<file path="src/rtl/nubus_slave_xfer.sv">
// NuBus slave transaction engine: slot-space decode, valid/ready memory port, ACK + TM status.
// Optional NUBUS_SLAVE_TIMEOUT_EN: abort a stalled memory access with TRY_AGAIN_LATER.
module nubus_slave_xfer #(
  parameter int unsigned MEM_ADDR_W     = 22,
  parameter int unsigned TIMEOUT_CYCLES = 255
) (
  input  logic                  nub_clkn,
  input  logic                  nub_resetn,
  input  logic [3:0]            id_n,
  input  logic                  start_n,
  input  logic                  ack_n,
  input  logic [1:0]            tm_n,
  input  logic [31:0]           ad_i_n,
  output logic [31:0]           ad_o_n,
  output logic                  ad_oe,
  output logic                  ack_o_n,
  output logic                  ack_oe,
  output logic [1:0]            tm_o_n,
  output logic                  tm_oe,
  output logic                  mem_valid,
  output logic                  mem_we,
  output logic [3:0]            mem_be,
  output logic [MEM_ADDR_W-1:0] mem_addr,
  output logic [31:0]           mem_wdata,
  input  logic [31:0]           mem_rdata,
  input  logic                  mem_ready
);

  typedef enum logic [1:0] {S_IDLE, S_WDATA, S_MEM, S_ACK} state_t;

  localparam logic [1:0] ST_COMPLETE  = 2'b00;
  localparam logic [1:0] ST_ERROR     = 2'b01;
  localparam logic [1:0] ST_TRY_AGAIN = 2'b11;

  state_t                state_q, state_d;
  logic                  is_read_q, is_read_d;
  logic [31:0]           ad_o_n_q, ad_o_n_d;
  logic                  ad_oe_q, ad_oe_d;
  logic                  ack_o_n_q, ack_o_n_d;
  logic                  ack_oe_q, ack_oe_d;
  logic [1:0]            tm_o_n_q, tm_o_n_d;
  logic                  tm_oe_q, tm_oe_d;
  logic                  mem_valid_q, mem_valid_d;
  logic                  mem_we_q, mem_we_d;
  logic [3:0]            mem_be_q, mem_be_d;
  logic [MEM_ADDR_W-1:0] mem_addr_q, mem_addr_d;
  logic [31:0]           mem_wdata_q, mem_wdata_d;

  logic [3:0]            mode;
  logic [21:0]           addr_true;
  logic                  slot_hit;
  logic                  blk_mode;
  logic [3:0]            be_dec;
  logic [31:0]           lane_mask;

`ifdef NUBUS_SLAVE_TIMEOUT_EN
  logic [7:0]            tmo_cnt_q, tmo_cnt_d;
  logic [7:0]            tmo_next;
`endif

  logic unused_ok;
  assign unused_ok = ack_n | (TIMEOUT_CYCLES == 32'd0);

  assign mode      = ~{tm_n, ad_i_n[1:0]};
  assign addr_true = ~ad_i_n[23:2];
  assign slot_hit  = ((~ad_i_n[31:24]) == {4'hF, ~id_n});
  assign blk_mode  = (mode[2:0] == 3'b101);
  assign lane_mask = {{8{mem_be_q[3]}}, {8{mem_be_q[2]}}, {8{mem_be_q[1]}}, {8{mem_be_q[0]}}};

  always_comb begin
    be_dec = '0;
    case (mode[2:0])
      3'b000:  be_dec = 4'b0001;
      3'b001:  be_dec = 4'b0010;
      3'b010:  be_dec = 4'b0100;
      3'b011:  be_dec = 4'b1000;
      3'b100:  be_dec = 4'b0011;
      3'b110:  be_dec = 4'b1100;
      3'b111:  be_dec = 4'b1111;
      default: be_dec = '0;
    endcase
  end

  always_comb begin
    state_d     = state_q;
    is_read_d   = is_read_q;
    ad_o_n_d    = ad_o_n_q;
    ad_oe_d     = ad_oe_q;
    ack_o_n_d   = ack_o_n_q;
    ack_oe_d    = ack_oe_q;
    tm_o_n_d    = tm_o_n_q;
    tm_oe_d     = tm_oe_q;
    mem_valid_d = mem_valid_q;
    mem_we_d    = mem_we_q;
    mem_be_d    = mem_be_q;
    mem_addr_d  = mem_addr_q;
    mem_wdata_d = mem_wdata_q;
`ifdef NUBUS_SLAVE_TIMEOUT_EN
    tmo_cnt_d   = '0;
    tmo_next    = tmo_cnt_q + 8'd1;
`endif
    case (state_q)
      S_IDLE: begin
        if (!start_n && slot_hit) begin
          mem_addr_d = MEM_ADDR_W'(addr_true);
          mem_be_d   = be_dec;
          is_read_d  = mode[3];
          if (blk_mode) begin
            ack_oe_d  = 1'b1;
            ack_o_n_d = 1'b0;
            tm_oe_d   = 1'b1;
            tm_o_n_d  = ~ST_ERROR;
            ad_oe_d   = 1'b0;
            state_d   = S_ACK;
          end else if (mode[3]) begin
            mem_valid_d = 1'b1;
            mem_we_d    = 1'b0;
            state_d     = S_MEM;
          end else begin
            state_d = S_WDATA;
          end
        end
      end
      S_WDATA: begin
        mem_wdata_d = ~ad_i_n;
        mem_valid_d = 1'b1;
        mem_we_d    = 1'b1;
        state_d     = S_MEM;
      end
      S_MEM: begin
        if (mem_ready) begin
          mem_valid_d = 1'b0;
          if (is_read_q) ad_o_n_d = ~(mem_rdata & lane_mask);
          ack_oe_d  = 1'b1;
          ack_o_n_d = 1'b0;
          tm_oe_d   = 1'b1;
          tm_o_n_d  = ~ST_COMPLETE;
          ad_oe_d   = is_read_q;
          state_d   = S_ACK;
        end
`ifdef NUBUS_SLAVE_TIMEOUT_EN
        // Counter is zero on the entry edge; the abort fires on the edge it would reach the limit.
        else if (tmo_next == 8'(TIMEOUT_CYCLES)) begin
          mem_valid_d = 1'b0;
          ack_oe_d    = 1'b1;
          ack_o_n_d   = 1'b0;
          tm_oe_d     = 1'b1;
          tm_o_n_d    = ~ST_TRY_AGAIN;
          ad_oe_d     = 1'b0;
          state_d     = S_ACK;
        end else begin
          tmo_cnt_d = tmo_next;
        end
`endif
      end
      S_ACK: begin
        ad_oe_d   = 1'b0;
        ack_oe_d  = 1'b0;
        ack_o_n_d = 1'b1;
        tm_oe_d   = 1'b0;
        tm_o_n_d  = 2'b11;
        state_d   = S_IDLE;
      end
      default: state_d = S_IDLE;
    endcase
  end

  always_ff @(negedge nub_clkn or negedge nub_resetn) begin
    if (!nub_resetn) begin
      state_q     <= S_IDLE;
      is_read_q   <= 1'b0;
      ad_o_n_q    <= '1;
      ad_oe_q     <= 1'b0;
      ack_o_n_q   <= 1'b1;
      ack_oe_q    <= 1'b0;
      tm_o_n_q    <= 2'b11;
      tm_oe_q     <= 1'b0;
      mem_valid_q <= 1'b0;
      mem_we_q    <= 1'b0;
      mem_be_q    <= '0;
      mem_addr_q  <= '0;
      mem_wdata_q <= '0;
`ifdef NUBUS_SLAVE_TIMEOUT_EN
      tmo_cnt_q   <= '0;
`endif
    end else begin
      state_q     <= state_d;
      is_read_q   <= is_read_d;
      ad_o_n_q    <= ad_o_n_d;
      ad_oe_q     <= ad_oe_d;
      ack_o_n_q   <= ack_o_n_d;
      ack_oe_q    <= ack_oe_d;
      tm_o_n_q    <= tm_o_n_d;
      tm_oe_q     <= tm_oe_d;
      mem_valid_q <= mem_valid_d;
      mem_we_q    <= mem_we_d;
      mem_be_q    <= mem_be_d;
      mem_addr_q  <= mem_addr_d;
      mem_wdata_q <= mem_wdata_d;
`ifdef NUBUS_SLAVE_TIMEOUT_EN
      tmo_cnt_q   <= tmo_cnt_d;
`endif
    end
  end

  assign ad_o_n    = ad_o_n_q;
  assign ad_oe     = ad_oe_q;
  assign ack_o_n   = ack_o_n_q;
  assign ack_oe    = ack_oe_q;
  assign tm_o_n    = tm_o_n_q;
  assign tm_oe     = tm_oe_q;
  assign mem_valid = mem_valid_q;
  assign mem_we    = mem_we_q;
  assign mem_be    = mem_be_q;
  assign mem_addr  = mem_addr_q;
  assign mem_wdata = mem_wdata_q;

endmodule

</file>
<file path="config.mk">
export PLATFORM = sky130hd
export DESIGN_NAME = nubus_slave_xfer
export DESIGN_NICKNAME = d
export VERILOG_FILES = /design/src/rtl/nubus_slave_xfer.sv
export SDC_FILE = /design/constraint.sdc
export NUM_CORES = 1
export LEC_CHECK = 0
export CAP_MARGIN = 20
export CORE_AREA = 2 2 131 133
export CTS_CLUSTER_SIZE = 14
export DETAILED_ROUTE_END_ITERATION = 7
export DIE_AREA = 0 0 133 135
export PLACE_DENSITY = 0.62
export SLEW_MARGIN = 15
export SYNTH_ARGS = -nofsm -noshare
export SYNTH_HDL_FRONTEND = slang
export SYNTH_SLANG_ARGS = --single-unit
</file>
<file path="constraint.sdc">
create_clock -name nub_clkn -period 2.5 [get_ports nub_clkn]
set_clock_uncertainty 0.1 [all_clocks]
set_input_delay 0.375 -clock nub_clkn [delete_from_list [all_inputs] [get_ports nub_clkn]]
set_output_delay 0.375 -clock nub_clkn [all_outputs]
set_load 0.05 [all_outputs]
</file>
==> out/qor.yml <==
outcome:
  result_of_the_run: "finished with violations"
  violations_in_the_final_reports: "setup timing"
grt:
  via_count_of_the_first_global_routing_pass: 3759
  grt_overflow_total: 0
  number_of_antenna_violations_at_the_first_check_in_global_routing: 0
  grt_start_max_net_pins: 54
  grt_util_all_layers_pct: 14.3
  grt_pass1_wl_um: 20200
placement:
  post-dp-hpwl_um: 8590
  gpl.final_weighted_congestion: 0.724
  place.port_buffers: 170
synthesis:
  syn_inst: 361
  synthArstFlopShare_pct: 100
  syn_nets: 441
  synth.ff_latch_count: 99
  synth-edff-count: 0
  synth.lib_cells_used.distinct: 33
  average_cell_area_after_synthesis_um2: 11.2
  synth-main-ff-cell: "sky130_fd_sc_hd__dfrtn_1"
  synthesis.area_um2: 4040
  synth_seq_area_share_pct: 62.3
  synthesis.yosys.warnings: 0
critical_path:
  path_class: "in2reg"
  rr_startpoint: "state_q[0]"
  start_kind: "input port"
  cp.arrival_ns: 1.92
  max_stage_delay_ns: 0.54
  reg2reg_slack_ns: 0.51
  reg2reg_to: "tm_oe"
  worstPathRequired_ns: 1.33
  crit_path_frequent_cell: "sky130_fd_sc_hd__buf_6"
  worstPathCellList: "buf_6 > or4_4 > nor4_4 > nand3_4 > o31ai_4 > buf_6 > mux2i_1"
  worst-path-max-fanout: 4
  cpMaxStageDelayCell: "sky130_fd_sc_hd__or4_4"
  endpoint_kind: "flip-flop"
  cells_on_worst_reg2reg_path: 7
routing:
  vias_per_cell: 4.28
  wl_per_cell_um: 15.3
  post_route_antenna_net_violation_count: 0
  drt_first_pass_iters: 6
  number_of_drc_violations_after_detailed_routing: 0
  vias: 3500
  route.final.wire_length_um: 12500
  initialDrtViolationCount: 72
clock_tree:
  worstSkewPairLatency_ns: 0.35
  clock_tree.root_cell: "sky130_fd_sc_hd__clkbuf_16"
  cts_inserted_buffers: 9
  tritoncts: "built"
  cts.path.max_buffers: 2
  cts_num_sinks: 99
  path_clk_slew_ns: 0.05
  h-tree-depth: 3
floorplanning:
  total_core_area_um2: 16400
  die_area_um2: 18000
  chipHeight_um: 135
  std_cell_rows: 47
  die_width_um: 133
  initial_utilization_pct: 24.6
  io_pins: 173
final_layout:
  fin_nets: 673
  final_util_pct: 48.9
  layout.cells.most_common: "sky130_fd_sc_hd__buf_12"
  insertedDiodeCount: 0
  most-common-layout-cells: "sky130_fd_sc_hd__buf_12, sky130_fd_sc_hd__inv_1, sky130_fd_sc_hd__dfrtn_1"
  area_delta_synth_final_pct: 98.4
  post_route_cells_drive_above_1_share_pct: 37.8
sta:
  finalWorstSetupSlack_ns: -0.587
  timing_max_transition_violations_final: 0
  final_hold_viol_count: 0
  fin_setup_tns_ns: -39.82
  rsz0062_at_grt: "true"
  finalSetupViolations: 142
hold_path:
  min_delay_path_depth: 2
  hold_start: "is_read_q"
  timing.hold.worst.class: "reg2reg"
  min_to: "is_read_q"
pwr:
  leakagePower_uw: 0.00358
  ir_drop_worst_vdd_v: 0.000711
  pwr_density_cell_nw_per_um2: 1200
run:
  cap_viol_max_count: 0
[worst max-delay path, delay by kind of cell]
family	cells	cell delay, ns
AO/OA/AOI/OAI	1	0.29
buffers and inverters	2	0.25
multiplexers	1	0.07
AND/OR/NAND/NOR	3	0.94
[per-layer routing]
metal  vias up  wire length [µm]  track usage [%]
met5         -                 0                0
met4         0               108             3.58
met3         9              1220             6.61
met2       122              6200             24.5
met1      1713              5000             16.3
li1       1656                 -                -
[power breakdown]
part / internal, µW / switching [µW] / leakage, µW
clock network: 842 / 741 / 0.000320
logic: 2570 / 2670 / 0.00209
registers: 2260 / 553 / 0.00116
total: 5680 / 3960 / 0.00358
[sequential cells by signal (all words and copies together) (netlist names)]
signal     flops
mem_be         4
mem_valid      1
mem_wdata     32
tm_o_n         1
mem_we         1
state_q        2
ad_o_n        32
is_read_q      1
tm_oe          1
ad_oe          1
mem_addr      22
ack_o_n        1
[kinds of logic after synthesis]
family / synth area share, %
flops: 62.3
other cells: 0.0928
compound gates: 10.6
simple gates: 8.70
buf+inv: 6.13
fa+ha+maj: 1.55
xor+xnor: 1.08
mux: 9.53
[Yosys cell counts (2+ instances only)]
| master | instances | area share [%] |
|---|---|---|
| sky130_fd_sc_hd__buf_1 | 9 | 0.84 |
| sky130_fd_sc_hd__buf_4 | 2 | 0.37 |
| sky130_fd_sc_hd__ha_1 | 5 | 1.5 |
| sky130_fd_sc_hd__inv_1 | 40 | 3.7 |
| sky130_fd_sc_hd__nor2b_1 | 3 | 0.46 |
| sky130_fd_sc_hd__a31oi_1 | 33 | 5.1 |
| sky130_fd_sc_hd__dfstp_2 | 34 | 22 |
| sky130_fd_sc_hd__mux2i_1 | 37 | 9.2 |
| sky130_fd_sc_hd__a21oi_1 | 5 | 0.62 |
| sky130_fd_sc_hd__dfrtn_1 | 65 | 40 |
| sky130_fd_sc_hd__xor2_1 | 5 | 1.1 |
| sky130_fd_sc_hd__clkbuf_1 | 13 | 1.2 |
| sky130_fd_sc_hd__nor2_1 | 35 | 3.2 |
| sky130_fd_sc_hd__o21ai_0 | 21 | 2.6 |
| sky130_fd_sc_hd__nand2_1 | 31 | 2.9 |
| sky130_fd_sc_hd__o21ai_1 | 6 | 0.74 |
[worst max path at each step]
stage               start         to  cells past startpoint
2_1_floorplan  ad_i_n[29]    ack_o_n                      5
3_3_place_gp   ad_i_n[29]  mem_valid                      6
3_5_place_dp   ad_i_n[29]  tm_o_n[0]                      7
4_1_cts           start_n  mem_valid                      6
5_1_grt           start_n      tm_oe                      7
6_report          start_n      tm_oe                      7
[area by class of cell]
cell class	count	area, µm²
Clock inverter	41	193
Sequential cell	99	2520
Inverter	39	146
Tap cell	220	275
Timing Repair Buffer	212	3150
Multi-Input combinational cell	198	1510
Clock buffer	9	225
Fill cell	1432	8390
[per-stage QoR]
stage | cells | cell area (µm²) | setup slack, ns | total power, µW | hold WS (ns)
6_report | 818 | 8020 | -0.587 | 9640 | 0.380
5_1_grt | 818 | 8020 | -0.629 | 10100 | 0.406
4_1_cts | 814 | 7790 | -0.710 | 9660 | 0.381
3_5_place_dp | 749 | 7110 | -1.42 | 8010 | 0.365
3_3_place_gp | 749 | 7110 | -1.35 | 7900 | 0.353
2_1_floorplan | 361 | 4070 | -0.955 | 5270 | 0.325
[what timing repair did]
action                                  4_1_cts  5_1_grt
pin swaps                                     7        7
endpoints found under the setup margin      164      152
gates cloned                                  4        0
buffers inserted                             12        4
resized for setup                            43       36
hold buffers                                  0        0
Note: power is estimated with default switching activity, not from simulation.
